### config.mk
export PLATFORM = sky130hd
export DESIGN_NAME = mem_port_arbiter
export DESIGN_NICKNAME = d
export VERILOG_FILES = /design/src/rtl/mem_port_arbiter.sv
export SDC_FILE = /design/constraint.sdc
export NUM_CORES = 1
export LEC_CHECK = 0
export BUFFER_PORTS_ARGS = -buffer_cell sky130_fd_sc_hd__buf_2
export CAP_MARGIN = 20
export CORE_ASPECT_RATIO = 0.9
export CORE_MARGIN = 10
export CORE_UTILIZATION = 51
export CTS_CLUSTER_SIZE = 40
export DETAILED_ROUTE_END_ITERATION = 10
export GPL_TIMING_DRIVEN = 0
export PLACE_DENSITY = 0.88
export SYNTH_ARGS = -nofsm -noshare
export SYNTH_HDL_FRONTEND = slang
export SYNTH_SLANG_ARGS = --single-unit
### constraint.sdc
create_clock -name clk -period 4.2 [get_ports clk]
set_input_delay 0.42 -clock clk [delete_from_list [all_inputs] [get_ports clk]]
set_output_delay 0.42 -clock clk [all_outputs]
set_load 0.005 [all_outputs]
### src/rtl/mem_port_arbiter.sv
// Arbitrates the single-port unified memory between instruction fetch (IF) and
// load/store (D): one grant at a time, round-robin on ties, one memory cycle per grant.
module mem_port_arbiter #(
    parameter int ADDR_WIDTH  = 32,
    parameter int DATA_WIDTH  = 32,
    parameter int MEM_LATENCY = 1
) (
    input  logic                  clk,
    input  logic                  reset_n,
    input  logic                  if_req,
    input  logic [ADDR_WIDTH-1:0] if_addr,
    output logic                  if_ready,
    output logic [DATA_WIDTH-1:0] if_rdata,
    input  logic                  d_req,
    input  logic                  d_we,
    input  logic [ADDR_WIDTH-1:0] d_addr,
    input  logic [DATA_WIDTH-1:0] d_wdata,
    output logic                  d_ready,
    output logic [DATA_WIDTH-1:0] d_rdata,
    output logic                  mem_en,
    output logic                  mem_we,
    output logic [ADDR_WIDTH-1:0] mem_addr,
    output logic [DATA_WIDTH-1:0] mem_wdata,
    input  logic [DATA_WIDTH-1:0] mem_rdata,
    output logic                  busy
);

    if (MEM_LATENCY < 1 || MEM_LATENCY > 4) begin : g_bad_latency
        $error("mem_port_arbiter: MEM_LATENCY must be in 1..4");
    end

    // Handshake: a requester raises req with stable address/data and holds it until
    // its ready pulse; ready is high for exactly one cycle (the DONE state). A req
    // still high in the IDLE cycle after DONE counts as a fresh request.
    typedef enum logic [1:0] {IDLE, ISSUE, WAIT, DONE} state_t;

    state_t                state_q, state_d;
    logic                  last_d_q, last_d_d;   // 1: D was granted most recently
    logic                  win_d_q, win_d_d;     // 1: current transaction belongs to D
    logic                  we_q, we_d;
    logic [ADDR_WIDTH-1:0] addr_q, addr_d;
    logic [DATA_WIDTH-1:0] wdata_q, wdata_d;
    logic [2:0]            cnt_q, cnt_d;
    logic [DATA_WIDTH-1:0] if_rdata_q, if_rdata_d;
    logic [DATA_WIDTH-1:0] d_rdata_q, d_rdata_d;
    logic                  grant_d;

    always_comb begin
        state_d    = state_q;
        last_d_d   = last_d_q;
        win_d_d    = win_d_q;
        we_d       = we_q;
        addr_d     = addr_q;
        wdata_d    = wdata_q;
        cnt_d      = cnt_q;
        if_rdata_d = if_rdata_q;
        d_rdata_d  = d_rdata_q;
        grant_d    = 1'b0;
        case (state_q)
            IDLE: begin
                if (if_req || d_req) begin
                    // D wins when alone, or on a tie when IF was served last.
                    grant_d  = d_req && (!if_req || !last_d_q);
                    win_d_d  = grant_d;
                    last_d_d = grant_d;
                    we_d     = grant_d && d_we;
                    addr_d   = grant_d ? d_addr : if_addr;
                    wdata_d  = grant_d ? d_wdata : wdata_q;
                    state_d  = ISSUE;
                end
            end
            ISSUE: begin
                cnt_d   = 3'(MEM_LATENCY - 1);
                state_d = WAIT;
            end
            WAIT: begin
                if (cnt_q == 3'd0) begin
                    if (!win_d_q) begin
                        if_rdata_d = mem_rdata;
                    end else if (!we_q) begin
                        d_rdata_d = mem_rdata;
                    end
                    state_d = DONE;
                end else begin
                    cnt_d = cnt_q - 3'd1;
                end
            end
            DONE: begin
                state_d = IDLE;
            end
            default: begin
                state_d = IDLE;
            end
        endcase
    end

    always_ff @(posedge clk) begin
        if (!reset_n) begin
            state_q    <= IDLE;
            last_d_q   <= 1'b1;
            win_d_q    <= 1'b0;
            we_q       <= 1'b0;
            addr_q     <= '0;
            wdata_q    <= '0;
            cnt_q      <= 3'd0;
            if_rdata_q <= '0;
            d_rdata_q  <= '0;
        end else begin
            state_q    <= state_d;
            last_d_q   <= last_d_d;
            win_d_q    <= win_d_d;
            we_q       <= we_d;
            addr_q     <= addr_d;
            wdata_q    <= wdata_d;
            cnt_q      <= cnt_d;
            if_rdata_q <= if_rdata_d;
            d_rdata_q  <= d_rdata_d;
        end
    end

    // Outputs are forced low while reset_n is low so an aborted access drops its
    // strobe in the very first reset cycle. addr_q/wdata_q only change on a grant,
    // so mem_addr/mem_wdata hold their last driven values outside ISSUE.
    assign mem_en    = reset_n && (state_q == ISSUE);
    assign mem_we    = mem_en && we_q;
    assign mem_addr  = reset_n ? addr_q : '0;
    assign mem_wdata = reset_n ? wdata_q : '0;
    assign if_ready  = reset_n && (state_q == DONE) && !win_d_q;
    assign d_ready   = reset_n && (state_q == DONE) && win_d_q;
    assign if_rdata  = reset_n ? if_rdata_q : '0;
    assign d_rdata   = reset_n ? d_rdata_q : '0;
    assign busy      = reset_n && (state_q != IDLE);

endmodule

==> qor.yml, run 1 <==
placed_cell_area_um2: 7590
crit_required_ns: 3.78
grt_max_degree: 17
hold_depth: 3
ys_ff_latch: 136
hpwlAfterDp_um: 15900
r2r_start: "cnt_q[0]"
p_per_area_nw_per_um2: 534
avgRoutedWirePerCell_um: 16.7
syn-cell-area_um2: 6080
min_to: "addr_q[9]"
fillers: 938
synth_flop_cell: "dfxtp_1"
drt_iter0_drc: 461
syn_nets: 904
whs_ns: 0.251
cpLargestDelayFamily: "buffers and inverters"
post_cts_buffers: 0
track_usage: 0.230
grt_pass1_wl_um: 31000
multiInputGateArea_um2: 3030
synth-edff-count: 0
critPathBufInv: 4
cp-start-kind: "flop"
fin_skew_ns: 0.00926
register_area_um2: 2720
clock_path_buffers: 2
io_pins: 266
crit_top_cell: "buf_2"
area.growth.synth_to_final_pct: 34.7
finalCriticalPeriod_ns: 2.40
finalSetupViolCount: 0
clock_sinks: 136
maxCapViolations: 0
wl_um: 20400
synth_cell_type_count: 32
slew_headroom: 0.633
ir_worst_vdd_mv: 0.348
endpoint_kind: "primary output"
path_class: "flop to primary output"
cts_tree: "done"
slew_viol_final: 0
post-route-cell-area_um2: 8190
cts_made_buffers: 17
drive_gt1_frac: 0.303
cp_max_fo: 10
finalSetupTns_ns: 0
postLayoutCoreUtil: 0.710
insertion_delay_ns: 0.40
hold_buffers: 0
hold_path.class: "input pin to flop"
min-delay-start: "if_addr[9]"
grt_remaining_overflow: 0
htreeDepth: 4
synth_cells: 765
portBuffers: 264
synth_top_cell_by_area: "dfxtp_1"
grt_pass1_vias: 5994
core_um2: 11500
cpPeakStageDelay_ns: 0.42
start_util: 0.527
synthTopCellsByArea: "dfxtp_1 45%, and2_1 13%, a21oi_1 11%"
fin_crit_sh: 0.573
rsz0062_at_grt: "no"
nets: 1187
yosys_warnings: 0
r2r_slack_ns: 2.36
avgSynthCellArea_um2: 7.94
gp_congestion: 0.859
tightest_slew_ns: 0.550
synth_top_area_frac: 0.448
clock.fmax_ghz: 0.416
firstDrtPassIters: 5
vias: 6272
vias_per_cell: 5.15
cts-root-buf: "clkbuf_16"
status: "finished, final reports clean"
rows: 37
regToRegEndpoint: "d_rdata_q[28]"
dpl.cell_count: 1185
clk_pin_slew_ns: 0.06
path_cells: "inv_1 -> ha_1 -> buf_2 -> buf_1 -> nor2_1 -> buf_2"
slowest_stage: "buf_1"
dieArea_um2: 16700
die_w_um: 135
die_h_um: 124
cp.arrival_ns: 1.98
reg2reg_depth: 7
synth-async-reset-ratio: 0
drc_errors: 0
power.leakage_nw: 4.12
yosysSeqAreaShare: 0.448
cts_resized: 0
layoutNonFillerInstCount: 1219
ant_nets: 0
hold_violations: 0
antenna_found_initial: 2
## layout make-up
cell class / count / area share
clock buffers: 19 / 0.0541
plain buffers: 66 / 0.0364
flip-flops and latches: 136 / 0.333
inverters: 6 / 0.00275
clock inverters: 13 / 0.0177
well taps: 156 / 0.0238
multi-input cells: 557 / 0.371
diodes: 2 / 0.000611
repair buffers: 264 / 0.161
## routing by layer
metal | GRT usage | routed length [µm] | part of all wire
met3 | 0.0661 | 1730 | 0.085
met1 | 0.276 | 8140 | 0.40
met2 | 0.377 | 10000 | 0.49
met4 | 0.101 | 527 | 0.026
met5 | 0 | 0 | 0
## per-stage QoR
| step | power [mW] | setup WS, ns |
|---|---|---|
| 2_1_floorplan | 2.45 | 2.63 |
| 3_3_place_gp | 2.88 | 2.14 |
| 3_5_place_dp | 2.91 | 2.11 |
| 4_1_cts | 4.38 | 1.80 |
| 5_1_grt | 4.63 | 1.62 |
| 6_report | 4.37 | 1.80 |
## logic make-up after synthesis
kind of cell | synth area share
and+or+nand+nor | 0.286
AOI/OAI and AO/OA | 0.200
DFF | 0.448
buffers and inverters | 0.0527
adders and majority gates | 0.0124
muxes | 0.00165
## state kept, by name, indices dropped and copies added (netlist names)
register,count
addr_q,32
d_rdata_q,32
if_rdata_q,32
wdata_q,32
cnt_q,3
state_q,2
last_d_q,1
we_q,1
win_d_q,1
## where the power goes
group	total, mW	switching [mW]	internal, mW	leakage (nW)
logic	1.26	0.768	0.490	2.73
clock network	1.47	0.569	0.897	0.281
registers	1.64	0.0994	1.54	1.11
## synthesized netlist by cell type, drive strengths merged, types with 2 or more instances
| cell | n |
|---|---|
| nand2 | 166 |
| dfxtp | 136 |
| a21oi | 133 |
| and2 | 130 |
| clkbuf | 43 |
| o21ai | 35 |
| a21bo | 33 |
| nand4 | 32 |
| buf | 23 |
| ha | 6 |
| inv | 6 |
| nor2 | 6 |
| and3 | 2 |
| nand2b | 2 |
| nor3 | 2 |
## how the worst max path moves through the flow
| stage | startpoint | to | slack [ns] | depth (start not counted) |
|---|---|---|---|---|
| 2_1_floorplan | reset_n | if_ready | 2.63 | 5 |
| 3_3_place_gp | reset_n | if_ready | 2.14 | 6 |
| 3_5_place_dp | reset_n | if_ready | 2.11 | 6 |
| 4_1_cts | state_q[0] | busy | 1.80 | 6 |
| 5_1_grt | state_q[0] | busy | 1.62 | 6 |
| 6_report | state_q[0] | busy | 1.80 | 6 |
## cell usage in the layout, fill, tap and decap left out, types with 2 or more instances in the layout
cell / count
and2_1: 130
diode_2: 2
clkinv_4: 2
clkinvlp_4: 3
a21bo_1: 32
dfxtp_1: 136
buf_2: 280
clkbuf_16: 17
inv_1: 5
nor3_1: 2
buf_4: 4
a21oi_1: 133
nand2_1: 166
clkinv_2: 2
ha_1: 6
buf_6: 2
bufinv_16: 2
nor2_1: 6
and3_1: 2
nand2b_1: 2
nand4_1: 32
inv_6: 4
clkbuf_1: 44
o21ai_0: 33
## worst reg2reg max path, delay by kind of cell, from the launching register on
family                     cells  cell delay, ns
buffers and inverters          2            0.49
adders and majority gates      2            0.44
and+or+nand+nor                2            0.35
DFF                            1            0.33
AOI/OAI and AO/OA              1            0.16
(Power assumes the default switching activity.)
==> run 2, diff against run 1 <==
--- a/config.mk
+++ b/config.mk
@@ -5,15 +5,16 @@
 export SDC_FILE = /design/constraint.sdc
 export NUM_CORES = 1
 export LEC_CHECK = 0
+export ABC_AREA = 1
 export BUFFER_PORTS_ARGS = -buffer_cell sky130_fd_sc_hd__buf_2
 export CAP_MARGIN = 20
 export CORE_ASPECT_RATIO = 0.9
 export CORE_MARGIN = 10
-export CORE_UTILIZATION = 51
+export CORE_UTILIZATION = 49
 export CTS_CLUSTER_SIZE = 40
 export DETAILED_ROUTE_END_ITERATION = 10
 export GPL_TIMING_DRIVEN = 0
-export PLACE_DENSITY = 0.88
+export PLACE_DENSITY = 0.84
 export SYNTH_ARGS = -nofsm -noshare
 export SYNTH_HDL_FRONTEND = slang
 export SYNTH_SLANG_ARGS = --single-unit
==> constraint.sdc (replaced) <==
create_clock -name clk -period 2.4 [get_ports clk]
set_input_delay 0.24 -clock clk [delete_from_list [all_inputs] [get_ports clk]]
set_output_delay 0.24 -clock clk [all_outputs]
set_load 0.005 [all_outputs]
==> run 2 against run 1 <==
  * Clock skew is 0.0021 ns lower
  * Via count is 13% higher
  * Design area is 6.1% higher
  * Final cell count is 20% higher
  * Register-to-register slack worse by 1.8 ns
  * Synthesized area is 8.6% higher
  * Routed wire length is 3.9% higher
  * Synthesized cell count is 31% higher
  * First-iteration DRC count is 13% lower
  * Total power is 76% higher
  * Sequential share of layout area is 1.9 points lower
==> qor.yml, run 2 <==
power.leakage_nw: 5.37  # +30%
vias: 7058  # +13%
core_um2: 13300  # +15%
cts_resized: 0  # unchanged
rsz0062_at_grt: "no"
drc_errors: 0  # unchanged
synth.most_common_cell: "nand2_1"
synthSimpleGateAreaFrac: 0.339  # +0.0533
synthAdderAreaFrac: 0.0114  # -0.000981
synth-edff-count: 0  # unchanged
avgRoutedWirePerCell_um: 14.5  # -13%
clock_path_buffers: 2  # unchanged
tightest_slew_ns: 0.479  # -0.0714 ns
antenna_found_initial: 0  # -2
grt_remaining_overflow: 0  # unchanged
ir_worst_vdd_mv: 0.635  # +83%
layout_commonest_cell: "buf_2"
wl_um: 21200  # +3.9%
hold_buffers: 0  # unchanged
hold_path.class: "input pin to flop"
reg2reg_depth: 9  # +2
synth_top_cell_by_area: "dfxtp_1"
path_class: "flop to primary output"
start_util: 0.498  # -0.0295
regToRegEndpoint: "d_rdata_q[29]"
nets: 1424  # +20%
drive_gt1_frac: 0.279  # -0.0242
clock.fmax_ghz: 0.493
crit_top_cell: "buf_2"
layoutNonFillerInstCount: 1464  # +20%
cts-root-buf: "clkbuf_16"
firstDrtPassIters: 5  # unchanged
synth_cells: 1003  # +31%
fillers: 1187  # +27%
finalSetupTns_ns: 0  # unchanged
vias_per_cell: 4.82  # -6.3%
r2r_start: "cnt_q[0]"
slowest_stage: "dfxtp_1"
synth_flop_cell: "dfxtp_1"
synth-async-reset-ratio: 0  # unchanged
met1_usage: 0.262  # -0.0137
fin_crit_sh: 0.845
muxShareOfSynthArea: 0  # -0.00165
path_cells: "inv_1 -> ha_1 -> buf_2 -> buf_2 -> nor2_1 -> buf_2"
cp-start-kind: "flop"
r2r_slack_ns: 0.54  # -1.82 ns
n_antenna_cell: 0  # -2
synthTopCellsByArea: "dfxtp_1 41%, nand2_1 15%, inv_1 9.8%"
ys_ff_latch: 136  # unchanged
setup.worst_path.end: "busy"
synth_common_cells: "271 x nand2_1, 172 x inv_1, 136 x dfxtp_1, 133 x nor2_1, 61 x o21ai_0"
dieArea_um2: 18500  # +11%
area.growth.synth_to_final_pct: 31.6
final_cell_mix: "305 x buf_2, 271 x nand2_1, 172 x inv_1"
cpPeakStageDelay_ns: 0.33  # -0.09 ns
cts_made_buffers: 17  # unchanged
endpoint_kind: "primary output"
dpl.cell_count: 1434  # +21%
grt_max_degree: 17  # unchanged
whs_ns: 0.0624  # -0.189 ns
rows: 40  # +8.1%
grt_pass1_wl_um: 33600  # +8.3%
insertion_delay_ns: 0.42  # +0.02 ns
multiInputGateArea_um2: 2850  # -5.9%
grtUsageMet2: 0.376  # -0.00181
track_usage: 0.222  # -0.00752
register_area_um2: 2720  # unchanged
top_usage_layer: "met2"
met3_usage: 0.0668  # +0.000737
htreeDepth: 4  # unchanged
clk_pin_slew_ns: 0.06  # about the same
hpwlAfterDp_um: 16200  # +2.3%
portBuffers: 263  # -0.38%
synth_compound_area_frac: 0.0821  # -0.118
maxCapViolations: 0  # unchanged
slew_viol_final: 0  # unchanged
slew_headroom: 0.681  # +0.0476
finalCriticalPeriod_ns: 2.03
cp.arrival_ns: 1.79  # -0.19 ns
cts_tree: "done"
crit_required_ns: 2.16  # -1.62 ns
grt_pass1_vias: 6771  # +13%
yosys_warnings: 0  # unchanged
die_h_um: 130  # +5.3%
clock_sinks: 136  # unchanged
syn-cell-area_um2: 6600  # +8.6%
post_cts_buffers: 0  # unchanged
synth_top_family_by_area: "simple AND/OR/NAND/NOR gates"
avgSynthCellArea_um2: 6.58  # -17%
synth_xor_xnor_area_share: 0  # unchanged
fin_skew_ns: 0.00713  # -0.00213 ns
synth_cell_type_count: 24  # -25%
finalSetupViolCount: 0  # unchanged
io_pins: 266  # unchanged
syn_nets: 1142  # +26%
hold_violations: 0  # unchanged
ant_nets: 0  # unchanged
die_w_um: 142  # +5.4%
gp_congestion: 0.870  # +1.3%
drt_iter0_drc: 399  # -13%
worstSetupStartpoint: "state_q[0]"
status: "finished, final reports clean"
p_per_area_nw_per_um2: 886  # +66%
yosysSeqAreaShare: 0.412  # -0.0356
cp_max_fo: 10  # unchanged
synth_top_area_frac: 0.412  # -0.0356
run 2: worst max-delay path, delay by kind of cell (launching register included):
kind	cells	cell delay, ns
buffers and inverters	4	0.76
flip-flops	1	0.33
adder cells (fa/ha/maj)	1	0.21
AND/OR/NAND/NOR	1	0.07
run 2: worst min path at each step:
| stage | startpoint | endpoint | slack (ns) | cells after the start |
|---|---|---|---|---|
| final | mem_rdata[16] | if_rdata_q[16] | 0.06 | 3 |
| after global routing | mem_rdata[28] | if_rdata_q[28] | 0.07 | 3 |
| after CTS | mem_rdata[16] | if_rdata_q[16] | 0.05 | 3 |
| after detailed placement | wdata_q[8] | wdata_q[8] | 0.45 | 2 |
| after global placement | last_d_q | last_d_q | 0.44 | 2 |
| after floorplan | mem_rdata[10] | if_rdata_q[10] | 0.37 | 2 |
run 2: power breakdown:
group,leakage (nW),switching [mW],internal (mW)
clock network,0.281,0.962,1.52
logic,3.98,1.43,0.832
registers,1.11,0.211,2.75
run 2: final cells by class:
class                           count  area share
Multi-Input combinational cell    623       0.329
Sequential cell                   136       0.313
Timing Repair Buffer              263       0.152
Inverter                          175      0.0756
Clock buffer                       22      0.0558
Buffer                             69      0.0424
Tap cell                          168      0.0242
Clock inverter                      8     0.00836
run 2: layer usage:
metal / wire length, µm / vias to the layer above
met1: 8830 / 3180
met2: 10200 / 237
met4: 366 / 0
met5: 0 / -
met3: 1790 / 29
li1: - / 3612
run 2: stage by stage:
step                utilization  power [mW]  cell area (µm²)  setup WS [ns]
finish                    0.655        7.69             8680          0.371
floorplan                     -        4.41             6600          0.951
CTS                       0.655        7.72             8680          0.352
global route              0.655        8.18             8680          0.251
detailed placement        0.613        5.24             8130          0.632
global placement          0.613        5.18             8130          0.674
run 2: cells by family after synthesis:
logic type,count (synthesis)
buffers and inverters,244
AO/OA/AOI/OAI,107
adder cells (fa/ha/maj),6
AND/OR/NAND/NOR,510
flip-flops,136
